## src/rtl/mul_pkg.sv

```systemverilog
// Shared definitions for the sequential shift-and-add multiplier.
package mul_pkg;

    typedef enum logic [1:0] {
        ST_IDLE = 2'd0,
        ST_RUN  = 2'd1,
        ST_DONE = 2'd2
    } state_t;

    localparam int             XLEN      = 32;
    localparam int             CNT_W     = 5;
    localparam logic [CNT_W-1:0] ITER_LAST = 5'd31;

    function automatic logic is_zero_op(input logic [XLEN-1:0] x, input logic [XLEN-1:0] y);
        return (x == '0) || (y == '0);
    endfunction

endpackage

```

## src/rtl/fulladd32.sv

```systemverilog
// 32-bit ripple-style full adder shared by all partial-product additions.
module FULLADD32 (
    input  logic [31:0] A,
    input  logic [31:0] B,
    input  logic        cin,
    output logic [31:0] X,
    output logic        cout
);

    assign {cout, X} = {1'b0, A} + {1'b0, B} + {32'b0, cin};

endmodule

```

## src/rtl/mul32_ctrl.sv

```systemverilog
// Multiplier sequencer: FSM, iteration counter and registered ready/busy/done.
module mul32_ctrl
    import mul_pkg::*;
#(
    parameter bit ZERO_SKIP = 1'b1
) (
    input  logic             clk,
    input  logic             rst_n,
    input  logic             i_start,
    input  logic             i_zero,
    output state_t           o_state,
    output logic [CNT_W-1:0] o_cnt,
    output logic             o_zero,
    output logic             o_ready,
    output logic             o_busy,
    output logic             o_done
);

    state_t           r_state;
    logic [CNT_W-1:0] r_cnt;
    logic             r_zero;
    logic             r_ready;
    logic             r_busy;
    logic             r_done;

    always_ff @(posedge clk or negedge rst_n) begin
        if (!rst_n) begin
            r_state <= ST_IDLE;
            r_cnt   <= '0;
            r_zero  <= 1'b0;
            r_ready <= 1'b1;
            r_busy  <= 1'b0;
            r_done  <= 1'b0;
        end else begin
            case (r_state)
                ST_IDLE: begin
                    if (i_start) begin
                        r_state <= ST_RUN;
                        r_cnt   <= '0;
                        r_zero  <= ZERO_SKIP && i_zero;
                        r_ready <= 1'b0;
                        r_busy  <= 1'b1;
                    end
                end
                ST_RUN: begin
                    r_cnt <= r_cnt + 1'b1;
                    // A zero operand leaves after a single RUN cycle
                    if (r_zero || (r_cnt == ITER_LAST)) begin
                        r_state <= ST_DONE;
                        r_done  <= 1'b1;
                    end
                end
                ST_DONE: begin
                    r_state <= ST_IDLE;
                    r_done  <= 1'b0;
                    r_busy  <= 1'b0;
                    r_ready <= 1'b1;
                end
                default: begin
                    r_state <= ST_IDLE;
                    r_done  <= 1'b0;
                    r_busy  <= 1'b0;
                    r_ready <= 1'b1;
                end
            endcase
        end
    end

    assign o_state = r_state;
    assign o_cnt   = r_cnt;
    assign o_zero  = r_zero;
    assign o_ready = r_ready;
    assign o_busy  = r_busy;
    assign o_done  = r_done;

endmodule

```

## src/rtl/mul32_seq.sv

```systemverilog
// Sequential 32x32 unsigned multiplier, one add-and-shift per clock on a
// single shared FULLADD32; 64-bit product presented with a one-cycle done.
module mul32_seq
    import mul_pkg::*;
#(
    parameter bit ZERO_SKIP = 1'b1
) (
    input  logic              clk,
    input  logic              rst_n,
    input  logic              start,
    input  logic [XLEN-1:0]   a,
    input  logic [XLEN-1:0]   b,
    output logic              ready,
    output logic              busy,
    output logic              done,
    output logic [2*XLEN-1:0] prod
);

    logic [XLEN-1:0]   r_mcand;
    logic [XLEN-1:0]   r_acc_hi;
    logic [XLEN-1:0]   r_acc_lo;
    logic [2*XLEN-1:0] r_prod;

    state_t            w_state;
    logic [CNT_W-1:0]  w_cnt;
    logic              w_zero;
    logic [XLEN-1:0]   w_add_b;
    logic [XLEN-1:0]   w_x;
    logic              w_cout;
    logic [2*XLEN-1:0] w_shift;

    mul32_ctrl #(.ZERO_SKIP(ZERO_SKIP)) u_ctrl (
        .clk     (clk),
        .rst_n   (rst_n),
        .i_start (start),
        .i_zero  (is_zero_op(a, b)),
        .o_state (w_state),
        .o_cnt   (w_cnt),
        .o_zero  (w_zero),
        .o_ready (ready),
        .o_busy  (busy),
        .o_done  (done)
    );

    assign w_add_b = r_acc_lo[0] ? r_mcand : '0;

    FULLADD32 u_add (
        .A    (r_acc_hi),
        .B    (w_add_b),
        .cin  (1'b0),
        .X    (w_x),
        .cout (w_cout)
    );

    // Carry-out becomes the new MSB, so the 65-bit sum shifts right without loss
    assign w_shift = {w_cout, w_x, r_acc_lo[XLEN-1:1]};

    always_ff @(posedge clk or negedge rst_n) begin
        if (!rst_n) begin
            r_mcand  <= '0;
            r_acc_hi <= '0;
            r_acc_lo <= '0;
            r_prod   <= '0;
        end else begin
            case (w_state)
                ST_IDLE: begin
                    if (start) begin
                        r_mcand  <= a;
                        r_acc_hi <= '0;
                        r_acc_lo <= b;
                    end
                end
                ST_RUN: begin
                    if (w_zero) begin
                        r_prod <= '0;
                    end else begin
                        {r_acc_hi, r_acc_lo} <= w_shift;
                        if (w_cnt == ITER_LAST) r_prod <= w_shift;
                    end
                end
                default: ;
            endcase
        end
    end

    assign prod = r_prod;

endmodule

```

## config.mk

```make
export PLATFORM = sky130hd
export DESIGN_NAME = mul32_seq
export DESIGN_NICKNAME = d
export VERILOG_FILES = /design/src/rtl/mul_pkg.sv /design/src/rtl/fulladd32.sv /design/src/rtl/mul32_ctrl.sv /design/src/rtl/mul32_seq.sv
export SDC_FILE = /design/constraint.sdc
export NUM_CORES = 1
export LEC_CHECK = 0
export CAP_MARGIN = 40
export CORE_MARGIN = 8
export CORE_UTILIZATION = 40
export CTS_BUF_LIST = sky130_fd_sc_hd__clkbuf_4
export DETAILED_ROUTE_END_ITERATION = 12
export PLACE_DENSITY_LB_ADDON = 0.1
export REMOVE_ABC_BUFFERS = 1
export SLEW_MARGIN = 20
export SYNTH_ARGS = -nofsm -noshare
export SYNTH_HDL_FRONTEND = slang
export SYNTH_SLANG_ARGS = --single-unit
```

## constraint.sdc

```tcl
create_clock -name clk -period 4.2 [get_ports clk]
set_input_delay 0.63 -clock clk [delete_from_list [all_inputs] [get_ports clk]]
set_output_delay 0.63 -clock clk [all_outputs]
set_load 0.03 [all_outputs]
```

==> reports/qor.log, run 1 <==
INFO  outcome        status=finished clean
INFO  floorplan      fp-row-count=54
INFO  placed_design  dpl-instance-area=10,300um2
INFO  sta            max-slew-margin-rel=48.4%
INFO  cts            ctsHtreeMaxLevel=4
INFO  routing        initial_drc_count=293
INFO  routing        finalWirelength=23,600um
INFO  floorplan      core-area=21,600um2
INFO  cts            cts.path.max_buffers=2
INFO  cts            cts.sink_count=171
INFO  cts            cts.clk_slew.worst_paths=0.14ns
INFO  power_and_ir_drop post-layout-total-power=6.45mW
INFO  sta            max_slew_violation_total_from_the_final_report=0
INFO  job            maxCapViolCount=0
INFO  finish         fin_nets=1,120
INFO  routing        drt-wirelength-per-cell=18.0um
INFO  finish         share_of_post_route_cells_with_drive_strength_above_1=6.60%
INFO  cts            cts_tree=done
INFO  finish         seqCellArea=4280um2
INFO  sta            unrepaired_setup_endpoints_after_global_routing=no
INFO  grt            grt_remaining_overflow=0
INFO  floorplan      chipWidth=163um
INFO  sta            final-setup-viol-count=0
INFO  routing        detail_route.first_pass.iterations=5
INFO  worst_setup_path timing.critical_path.slowest_stage_cell=sky130_fd_sc_hd__dfrtp_1
INFO  synth          synth_edf_count=0
INFO  worst_setup_path slowest_stage_delay_on_critical_path=0.60ns
INFO  synth          synthCells=906
INFO  synth          yosysTopAreaCellShare=49.1%
INFO  finish         layout.filler_cells=2,048
INFO  synth          post-synth-top-count-cell=sky130_fd_sc_hd__nand2_1
INFO  routing        post_drt_via_cell_ratio=5.40
INFO  sta            timing.fmax=0.312GHz
INFO  worst_setup_path timing.critical_path.required=4.66ns
INFO  power_and_ir_drop power.switching=2.89mW
INFO  synth          ys_seq_elements=171
INFO  sta            hold_viol=0
INFO  power_and_ir_drop sw_frac_of_total=44.8%
INFO  finish         final_cell_area=10,600um2
INFO  worst_hold_path hp-class=reg -> reg
INFO  sta            post-route-min-period=3.20ns
INFO  cts            clock-root-buffer=sky130_fd_sc_hd__clkbuf_4
INFO  synth          synth_top_cells_by_area=sky130_fd_sc_hd__dfrtp_1, sky130_fd_sc_hd__a22o_1, sky130_fd_sc_hd__nand2_1
INFO  cts            cts_post_setup_buffers_inserted=0
INFO  synth          yosys.cell_types.count=58
INFO  grt            wire_length_of_the_first_global_routing_pass=38,500um
INFO  worst_setup_path crit_path_cell_trace=and2_1 -> ha_1 -> inv_1 -> fa_1 -> nor2b_1 -> o211ai_2 -> a211oi_1 -> o211a_1 -> o21ai_0 -> a211oi_1 -> nor3_1 -> o31ai_1
INFO  placed_design  finalWeightedCongestion=0.856
INFO  worst_setup_path worstSetupStartpoint=r_acc_lo[0]
INFO  finish         multi_input_combinational_cell_area=4160um2
INFO  placed_design  detailed_placement_hpwl=17,000um
INFO  grt            antenna_found_initial=1
INFO  routing        route.antenna.remaining_nets=0
INFO  worst_setup_path setup.worst_path.end_class=flip-flop
INFO  floorplan      ios=134
INFO  worst_setup_path cp_data_arrival_time=3.66ns
INFO  worst_setup_path worst-r2r-setup-slack=1.0ns
INFO  worst_setup_path reg2regPathDepth=12
INFO  worst_setup_path startpoint_type=flip-flop
INFO  floorplan      dieArea=26,600um2
INFO  sta            fin_hold_ws=0.485ns
INFO  finish         synthToLayoutAreaGrowth=22.2%
INFO  worst_setup_path crit_path_max_fanout=15
INFO  floorplan      start_util=40.2%
INFO  worst_setup_path reg2reg_to=prod[57]
INFO  grt            grt.total_usage=18.1%
INFO  sta            worst_slew_pin_slew=0.772ns
INFO  power_and_ir_drop combinationalPowerShare=47.6%
INFO  worst_setup_path regToRegStartpoint=r_acc_lo[0]
INFO  power_and_ir_drop p_int=3.56mW
INFO  power_and_ir_drop vdd_ir_max=266uV
INFO  synth          synth_area_per_cell=9.56um2
INFO  cts            cts_repair_resize_count=0
INFO  cts            numCtsBuffers=17
INFO  synth          ys_warn_count=0
INFO  synth          area_of_the_mapped_netlist=8660um2
INFO  synth          ys.flop_type=sky130_fd_sc_hd__dfrtp_1
INFO  worst_setup_path setup.worst_path.end=prod[57]
INFO  synth          synth.cells.most_frequent=sky130_fd_sc_hd__nand2_1, sky130_fd_sc_hd__dfrtp_1, sky130_fd_sc_hd__a22o_1
INFO  worst_setup_path worst-setup-path-type=reg -> reg
INFO  sta            maximum_clock_skew_at_final_layout=0.0285ns
INFO  worst_setup_path critical_path.most_common_cell=sky130_fd_sc_hd__a211oi_1
INFO  floorplan      die_h=163um
INFO  cts            worstSkewPairLatency=0.58ns
INFO  power_and_ir_drop sequentialPowerShare=37.9%
INFO  routing        number_of_design_rule_violations_left_after_detail_routing=0
INFO  power_and_ir_drop leakagePower=4.86nW
INFO  synth          asyncSetResetFlopFracSynth=100%
INFO  grt            pin_count_of_the_biggest_net_entering_global_routing=66
INFO  power_and_ir_drop clock_power_share=14.4%
INFO  grt            first_global_vias=7,344
INFO  sta            final.period_utilization=76.2%
INFO  placed_design  placement.io_buffers=133
INFO  synth          synth_top_cell_by_area=sky130_fd_sc_hd__dfrtp_1
INFO  routing        vias=7,083
INFO  power_and_ir_drop power.density=610nW/um2
INFO  synth          synth_seq_area_share=49.4%
[cells in the final DEF (no fill, tap or decap), types with 11 or more instances in the layout]
cell type,n
sky130_fd_sc_hd__dfrtp_1,170
sky130_fd_sc_hd__ha_1,34
sky130_fd_sc_hd__xnor2_1,20
sky130_fd_sc_hd__clkdlybuf4s50_1,132
sky130_fd_sc_hd__a21oi_1,38
sky130_fd_sc_hd__clkbuf_4,18
sky130_fd_sc_hd__nand3_1,12
sky130_fd_sc_hd__nand2_1,196
sky130_fd_sc_hd__nor4_1,16
sky130_fd_sc_hd__a22o_1,86
sky130_fd_sc_hd__and2_1,35
sky130_fd_sc_hd__nand4_1,11
sky130_fd_sc_hd__nor2_1,49
sky130_fd_sc_hd__o21ai_0,33
sky130_fd_sc_hd__a31oi_1,35
sky130_fd_sc_hd__inv_1,13
[power by group through the flow]
stage | Combinational, mW | Clock [mW] | Sequential [mW]
floorplan | 2.13 | 0 | 2.43
global placement | 3.05 | 0 | 2.48
detailed placement | 3.08 | 0 | 2.48
CTS | 3.09 | 0.957 | 2.45
global route | 3.46 | 1.02 | 2.51
finish | 3.07 | 0.932 | 2.45
[stage by stage]
step | util (%) | cells | worst slack [ns] | TNS, ns
floorplan | - | 852 | -0.164 | -6.65
global placement | 47.7 | 1277 | 1.17 | 0
detailed placement | 47.9 | 1278 | 1.04 | 0
CTS | 49.1 | 1311 | 0.994 | 0
global route | 49.1 | 1312 | 0.568 | 0
finish | 49.1 | 1312 | 0.998 | 0
[how the worst min path moves through the flow]
stage / startpoint / to / slack [ns] / cells after the start
floorplan: rst_n / prod[0] / 0.33 / 0
global placement: r_mcand[4] / r_mcand[4] / 0.46 / 2
detailed placement: r_mcand[0] / r_mcand[0] / 0.46 / 2
CTS: r_mcand[0] / r_mcand[0] / 0.49 / 2
global route: r_mcand[0] / r_mcand[0] / 0.51 / 2
finish: r_mcand[0] / r_mcand[0] / 0.49 / 2
[critical path, delay by kind of cell (launching register included)]
| kind | cells | cell delay, ns |
|---|---|---|
| and+or+nand+nor | 3 | 0.51 |
| DFF | 1 | 0.60 |
| buffers and inverters | 1 | 0.06 |
| adders and majority gates | 2 | 0.58 |
| AOI/OAI and AO/OA | 6 | 1.36 |
[routing by layer]
metal | track usage [%] | share of wire (%)
met2 | 29.1 | 46
met1 | 23.9 | 47
met4 | 5.17 | 1.3
met5 | 0 | 0
met3 | 4.16 | 5.0
[state kept, by name, summed over array words and instances (netlist names)]
name	flops
prod	64
r_acc_hi	32
r_acc_lo	32
r_mcand	32
u_ctrl.o_cnt	5
u_ctrl.o_state	2
u_ctrl.o_busy	1
u_ctrl.o_done	1
u_ctrl.o_ready	1
u_ctrl.o_zero	1
[what timing repair did]
| action | 4_1_cts | 5_1_grt |
|---|---|---|
| hold buffers | 1 | 0 |
| endpoints found under the setup margin | 0 | 0 |
| endpoints found under the hold margin | 48 | 0 |
[cells by family after synthesis]
family                     share of synthesized area [%]
and+or+nand+nor                                     18.9
AOI/OAI and AO/OA                                   20.8
DFF                                                 49.4
buffers and inverters                               2.93
adders and majority gates                           5.14
xor gates and xnor gates                            2.83
[area by class of cell]
| type | count | share of cell area [%] |
|---|---|---|
| antenna | 1 | 0.0236 |
| clock buffer | 18 | 1.28 |
| clock inverter | 14 | 1.15 |
| inverter | 13 | 0.461 |
| multi-input combinational | 668 | 39.3 |
| sequential | 171 | 40.4 |
| tap | 280 | 3.31 |
| timing repair buffer | 147 | 14.0 |
No activity file was read; power rests on OpenSTA's default activity.
==> run 2, diff against run 1 <==
==> constraint.sdc (replaced) <==
create_clock -name clk -period 2.7 [get_ports clk]
set_input_delay 0.405 -clock clk [delete_from_list [all_inputs] [get_ports clk]]
set_output_delay 0.405 -clock clk [all_outputs]
set_load 0.03 [all_outputs]
==> reports/qor.log, run 2 (synthesis results as in run 1) <==
INFO  routing        initial_drc_count=311
INFO  cts            ctsHtreeMaxLevel=4
INFO  placed_design  placement.setup.worst_slack=-0.147ns
INFO  grt            first_global_vias=7,819
INFO  power_and_ir_drop leakagePower=5.34nW
INFO  worst_setup_path timing.critical_path.required=3.17ns
INFO  sta            unrepaired_setup_endpoints_after_global_routing=yes
INFO  power_and_ir_drop vdd_ir_max=468uV
INFO  placed_design  placement.io_buffers=133
INFO  routing        route.antenna.remaining_nets=0
INFO  routing        finalWirelength=24,600um
INFO  worst_setup_path path_delay_family=compound AO/OA/AOI/OAI gates
INFO  sta            final-setup-viol-count=17
INFO  worst_setup_path cp_data_arrival_time=3.27ns
INFO  cts            clock-root-buffer=sky130_fd_sc_hd__clkbuf_4
INFO  routing        drt-wirelength-per-cell=17.8um
INFO  power_and_ir_drop sequentialPowerShare=32.8%
INFO  sta            maximum_clock_skew_at_final_layout=0.0205ns
INFO  worst_setup_path timing.critical_path.slowest_stage_cell=sky130_fd_sc_hd__dfrtp_2
INFO  job            maxCapViolCount=0
INFO  finish         largest_reg_flops=64
INFO  routing        vias=7,374
INFO  grt            grt.total_usage=19.0%
INFO  power_and_ir_drop combinationalPowerShare=52.1%
INFO  cts            cts_tree=done
INFO  outcome        violations=setup timing
INFO  sta            timing.fmax=0.357GHz
INFO  cts            cts.sink_count=171
INFO  worst_setup_path worstPathBufferInverterCount=2
INFO  outcome        status=finished, violations left
INFO  sta            final.period_utilization=104%
INFO  power_and_ir_drop power.density=996nW/um2
INFO  placed_design  dpl-instance-area=10,800um2
INFO  grt            grt_remaining_overflow=0
INFO  floorplan      start_util=40.2%
INFO  worst_setup_path regToRegStartpoint=r_acc_lo[0]
INFO  sta            post-route-min-period=2.80ns
INFO  cts            cts.path.max_buffers=2
INFO  sta            timing.final.ws_setup=-0.0987ns
INFO  routing        post_drt_via_cell_ratio=5.34
INFO  worst_hold_path hp-class=in -> async
INFO  cts            worstSkewPairLatency=0.58ns
INFO  sta            worst_slew_pin_slew=0.577ns
INFO  routing        detail_route.first_pass.iterations=6
INFO  worst_setup_path worstSetupStartpoint=r_acc_lo[0]
INFO  power_and_ir_drop sw_frac_of_total=42.4%
INFO  floorplan      fp-row-count=54
INFO  cts            cts.clk_slew.worst_paths=0.15ns
INFO  finish         share_of_post_route_cells_with_drive_strength_above_1=19.1%
INFO  power_and_ir_drop power.switching=4.94mW
INFO  cts            numCtsBuffers=17
INFO  grt            pin_count_of_the_biggest_net_entering_global_routing=60
INFO  sta            max_slew_violation_total_from_the_final_report=0
INFO  power_and_ir_drop clock_power_share=15.1%
INFO  routing        number_of_design_rule_violations_left_after_detail_routing=0
INFO  floorplan      core-area=21,600um2
INFO  grt            antenna_found_initial=1
INFO  grt            wire_length_of_the_first_global_routing_pass=40,500um
INFO  worst_setup_path crit_path_max_fanout=4
INFO  floorplan      die_h=163um
INFO  worst_setup_path slowest_stage_delay_on_critical_path=0.44ns
INFO  finish         synthToLayoutAreaGrowth=35.1%
INFO  worst_setup_path startpoint_type=flip-flop
INFO  worst_setup_path crit_path_cell_trace=and2_4 -> ha_4 -> inv_2 -> fa_2 -> nor2b_4 -> o211ai_2 -> a2111o_1 -> buf_4 -> nand3_2 -> a21o_1 -> a21oi_2 -> xnor2_2 -> a22o_1
INFO  finish         layout_commonest_cell=sky130_fd_sc_hd__nand2_1
INFO  floorplan      dieArea=26,600um2
INFO  finish         fin_nets=1,191
INFO  power_and_ir_drop p_int=6.71mW
INFO  floorplan      ios=134
INFO  worst_setup_path setup.worst_path.end_class=flip-flop
INFO  sta            max-slew-margin-rel=61.5%
INFO  placed_design  finalWeightedCongestion=0.873
INFO  floorplan      chipWidth=163um
INFO  placed_design  detailed_placement_hpwl=17,800um
INFO  worst_setup_path worst-setup-path-type=reg -> reg
INFO  finish         mostFrequentLayoutCells=sky130_fd_sc_hd__nand2_1, sky130_fd_sc_hd__dfrtp_1, sky130_fd_sc_hd__clkdlybuf4s50_1, sky130_fd_sc_hd__a22o_1, sky130_fd_sc_hd__buf_4
INFO  sta            hold_viol=0
INFO  finish         final_cell_area=11,700um2
==> run 2: worst paths after layout <==
kind / end / slack (ns) / cells after the start
max: prod[51] / -0.1 / 13
min: prod[43] / 0.35 / 2
max reg2reg: prod[51] / -0.1 / 13
min reg2reg: r_mcand[26] / 0.48 / 2
max in group asynchronous: r_mcand[5] / 1.59 / 3
min in group clk: r_mcand[10] / 0.38 / 3
==> run 2: timing repair <==
| item | in CTS | in global routing |
|---|---|---|
| pin swaps | 41 | 40 |
| setup endpoints to repair | 32 | 39 |
| hold buffers | 1 | 0 |
| buffers inserted | 5 | 2 |
| cloned | 1 | 0 |
| hold endpoints to repair | 56 | 0 |
| resized for setup | 67 | 34 |
==> run 2: per-layer routing <==
layer	vias up	wire, um	GRT usage (%)
li1	3586	-	-
met1	3617	11300	25.0
met2	143	11700	30.6
met3	28	1220	4.69
met4	0	376	5.38
met5	-	0	0
==> run 2: power by group through the flow <==
stage / clock [mW] / sequential, mW / combinational, mW
global route: 1.91 / 3.92 / 6.76
floorplan: 0 / 3.78 / 3.31
detailed placement: 0 / 3.84 / 5.46
CTS: 1.81 / 3.82 / 5.89
global placement: 0 / 3.84 / 5.39
finish: 1.75 / 3.83 / 6.07
==> run 2: cell type report <==
cell class                 instances  area, um2
tap                              280        350
clock inverter                    14        205
antenna                            1       2.50
multi-input combinational        668       4630
fill                            1955       9850
clock buffer                      17        128
sequential                       171       4280
timing repair buffer             218       2060
inverter                          13       48.8
==> run 2: stage by stage <==
step	power (mW)	setup TNS (ns)	utilization [%]	instances	hold WS, ns
after CTS	11.5	-1.29	53.5	1379	0.322
final	11.7	-0.711	54.3	1382	0.346
after detailed placement	9.30	-2.27	50.2	1342	0.422
after global placement	9.23	-0.658	50.2	1342	0.421
after global routing	12.6	-3.67	54.3	1382	0.321
after floorplan	7.09	-146.77	-	852	0.109
==> run 3, diff against run 2 <==
--- a/config.mk
+++ b/config.mk
@@ -7,7 +7,7 @@
 export LEC_CHECK = 0
 export CAP_MARGIN = 40
 export CORE_MARGIN = 8
-export CORE_UTILIZATION = 40
+export CORE_UTILIZATION = 42
 export CTS_BUF_LIST = sky130_fd_sc_hd__clkbuf_4
 export DETAILED_ROUTE_END_ITERATION = 12
 export PLACE_DENSITY_LB_ADDON = 0.1
==> reports/qor.log, run 3 (synthesis results as in run 1) <==
INFO  floorplan      chipWidth=160um
INFO  sta            worst_slew_pin_slew=0.618ns
INFO  sta            final-setup-viol-count=11
INFO  grt            pin_count_of_the_biggest_net_entering_global_routing=73
INFO  routing        route.antenna.remaining_nets=0
INFO  worst_hold_path hp-class=in -> async
INFO  worst_setup_path startpoint_type=flip-flop
INFO  power_and_ir_drop power.density=976nW/um2
INFO  sta            final.setup.tns=-0.354ns
INFO  cts            cts.clk_slew.worst_paths=0.16ns
INFO  finish         layout_commonest_cell=sky130_fd_sc_hd__nand2_1
INFO  grt            global_route.usage.met1=24.6%
INFO  power_and_ir_drop vdd_ir_max=358uV
INFO  grt            grt_remaining_overflow=0
INFO  finish         layoutNonFillerInstCount=1,388
INFO  sta            timing.final.ws_setup=-0.0551ns
INFO  worst_setup_path timing.critical_path.slowest_stage_cell=sky130_fd_sc_hd__dfrtp_2
INFO  floorplan      start_util=42.8%
INFO  worst_setup_path setup.worst_path.end_class=flip-flop
INFO  worst_setup_path cp_data_arrival_time=3.24ns
INFO  placed_design  dpl-instance-area=10,900um2
INFO  sta            fin_hold_ws=0.300ns
INFO  grt            first_global_vias=7,749
INFO  finish         final_cell_area=11,600um2
INFO  cts            cts.sink_count=171
INFO  routing        initial_drc_count=367
INFO  sta            final.period_utilization=102%
INFO  placed_design  finalWeightedCongestion=0.889
INFO  cts            worstSkewPairLatency=0.60ns
INFO  placed_design  placedCellCount=1,346
INFO  worst_setup_path worstPathBufferInverterCount=3
INFO  cts            cts.path.max_buffers=2
INFO  finish         largest_reg_flops=64
INFO  grt            grt_use_met2=31.0%
INFO  worst_setup_path path_delay_family=compound AO/OA/AOI/OAI gates
INFO  finish         share_of_post_route_cells_with_drive_strength_above_1=19.3%
INFO  cts            cts_tree=done
INFO  finish         fin_nets=1,206
INFO  cts            clock-root-buffer=sky130_fd_sc_hd__clkbuf_4
INFO  sta            post-route-min-period=2.76ns
INFO  placed_design  detailed_placement_hpwl=17,700um
INFO  grt            grt.total_usage=19.1%
INFO  worst_setup_path critical_path.most_common_cell=sky130_fd_sc_hd__buf_6
INFO  worst_setup_path timing.critical_path.required=3.19ns
INFO  outcome        status=finished, violations left
INFO  worst_setup_path reg2reg_to=prod[62]
INFO  routing        detail_route.first_pass.iterations=5
INFO  worst_setup_path slowest_stage_delay_on_critical_path=0.46ns
INFO  sta            maximum_clock_skew_at_final_layout=0.0360ns
INFO  sta            max-slew-margin-rel=58.4%
INFO  routing        post_drt_via_cell_ratio=5.36
INFO  sta            unrepaired_setup_endpoints_after_global_routing=yes
INFO  placed_design  placement.setup.worst_slack=-0.153ns
INFO  finish         mostFrequentLayoutCells=sky130_fd_sc_hd__nand2_1, sky130_fd_sc_hd__dfrtp_1, sky130_fd_sc_hd__clkdlybuf4s50_1, sky130_fd_sc_hd__buf_4, sky130_fd_sc_hd__a22o_1
INFO  grt            wire_length_of_the_first_global_routing_pass=40,000um
INFO  sta            timing.fmax=0.363GHz
INFO  routing        vias=7,446
INFO  sta            hold_viol=0
INFO  grt            most_used_layer_global_route=met2
INFO  finish         synthToLayoutAreaGrowth=34.5%
INFO  floorplan      die_h=160um
INFO  grt            antenna_found_initial=1
INFO  worst_setup_path crit_path_max_fanout=6
INFO  floorplan      core-area=20,200um2
INFO  worst_setup_path regToRegStartpoint=r_acc_lo[0]
INFO  worst_setup_path worst-setup-path-type=reg -> reg
INFO  floorplan      ios=134
INFO  worst_setup_path reg2regPathDepth=13
INFO  routing        finalWirelength=24,200um
INFO  floorplan      dieArea=25,500um2
INFO  grt            grt_use_met3=4.78%
INFO  worst_setup_path worst-r2r-setup-slack=-0.06ns
INFO  placed_design  placement.io_buffers=133
INFO  floorplan      fp-row-count=52
INFO  outcome        violations=setup timing
INFO  cts            ctsHtreeMaxLevel=4
INFO  cts            numCtsBuffers=17
INFO  worst_setup_path critical_path_stages=13
INFO  routing        drt-wirelength-per-cell=17.5um
INFO  power_and_ir_drop leakagePower=5.33nW
INFO  job            maxCapViolCount=0
INFO  sta            max_slew_violation_total_from_the_final_report=0
INFO  worst_setup_path crit_path_cell_trace=buf_6 -> buf_6 -> and2_4 -> ha_4 -> nand4_1 -> o21bai_1 -> or2_4 -> o211ai_4 -> a2111oi_4 -> buf_4 -> a21boi_2 -> xnor2_1 -> a22o_1
INFO  routing        number_of_design_rule_violations_left_after_detail_routing=0
-- run 3: changes by cell type in the layout (fill, tap and decap cells not counted), sizes merged --
cell	before	now
buf	85	100
bufinv	4	0
clkbuf	17	19
clkinv	4	2
clkinvlp	0	5
-- run 3: metrics by stage --
| stage | total power [mW] | utilization [%] |
|---|---|---|
| after floorplan | 7.09 | - |
| after global placement | 9.36 | 53.8 |
| after detailed placement | 9.45 | 53.8 |
| after CTS | 11.1 | 56.2 |
| after global routing | 12.2 | 57.6 |
| final | 11.4 | 57.6 |
-- run 3: power by group --
part	leakage [nW]	switching [mW]	total [mW]	internal, mW
clock network	0.134	1.03	1.45	0.424
registers	2.20	0.538	3.82	3.29
logic	3.00	3.39	6.10	2.71
total	5.33	4.96	11.4	6.42
-- run 3: worst max path at each step --
stage	from	slack, ns	to
CTS	r_acc_lo[0]	-0.11	r_acc_hi[26]
floorplan	u_ctrl.o_state[1]	-1.66	prod[61]
global route	r_acc_lo[0]	-0.19	r_acc_hi[29]
detailed placement	r_acc_lo[0]	-0.15	prod[58]
global placement	r_acc_lo[0]	-0.10	prod[58]
finish	r_acc_lo[0]	-0.06	prod[62]
-- run 3: area by class of cell --
| cell class | count | area, um2 |
|---|---|---|
| diodes | 1 | 2.50 |
| well taps | 270 | 338 |
| fillers | 1843 | 8580 |
| clock inverters | 13 | 130 |
| multi-input cells | 668 | 4560 |
| flip-flops and latches | 171 | 4280 |
| inverters | 13 | 48.8 |
| repair buffers | 233 | 2150 |
| clock buffers | 19 | 143 |
-- run 3: routing by layer --
| metal | wire length, um | vias up |
|---|---|---|
| li1 | - | 3627 |
| met1 | 11000 | 3597 |
| met2 | 11400 | 191 |
| met3 | 1410 | 31 |
| met4 | 461 | 0 |
| met5 | 0 | - |
-- run 3: repair_timing --
| item | in CTS | in global routing |
|---|---|---|
| setup endpoints to repair | 32 | 40 |
| resized for setup | 33 | 52 |
| gates cloned | 1 | 0 |
| endpoints found under the hold margin | 47 | 0 |
| setup buffers | 2 | 5 |
| pin swaps | 24 | 33 |
| hold buffers | 1 | 0 |
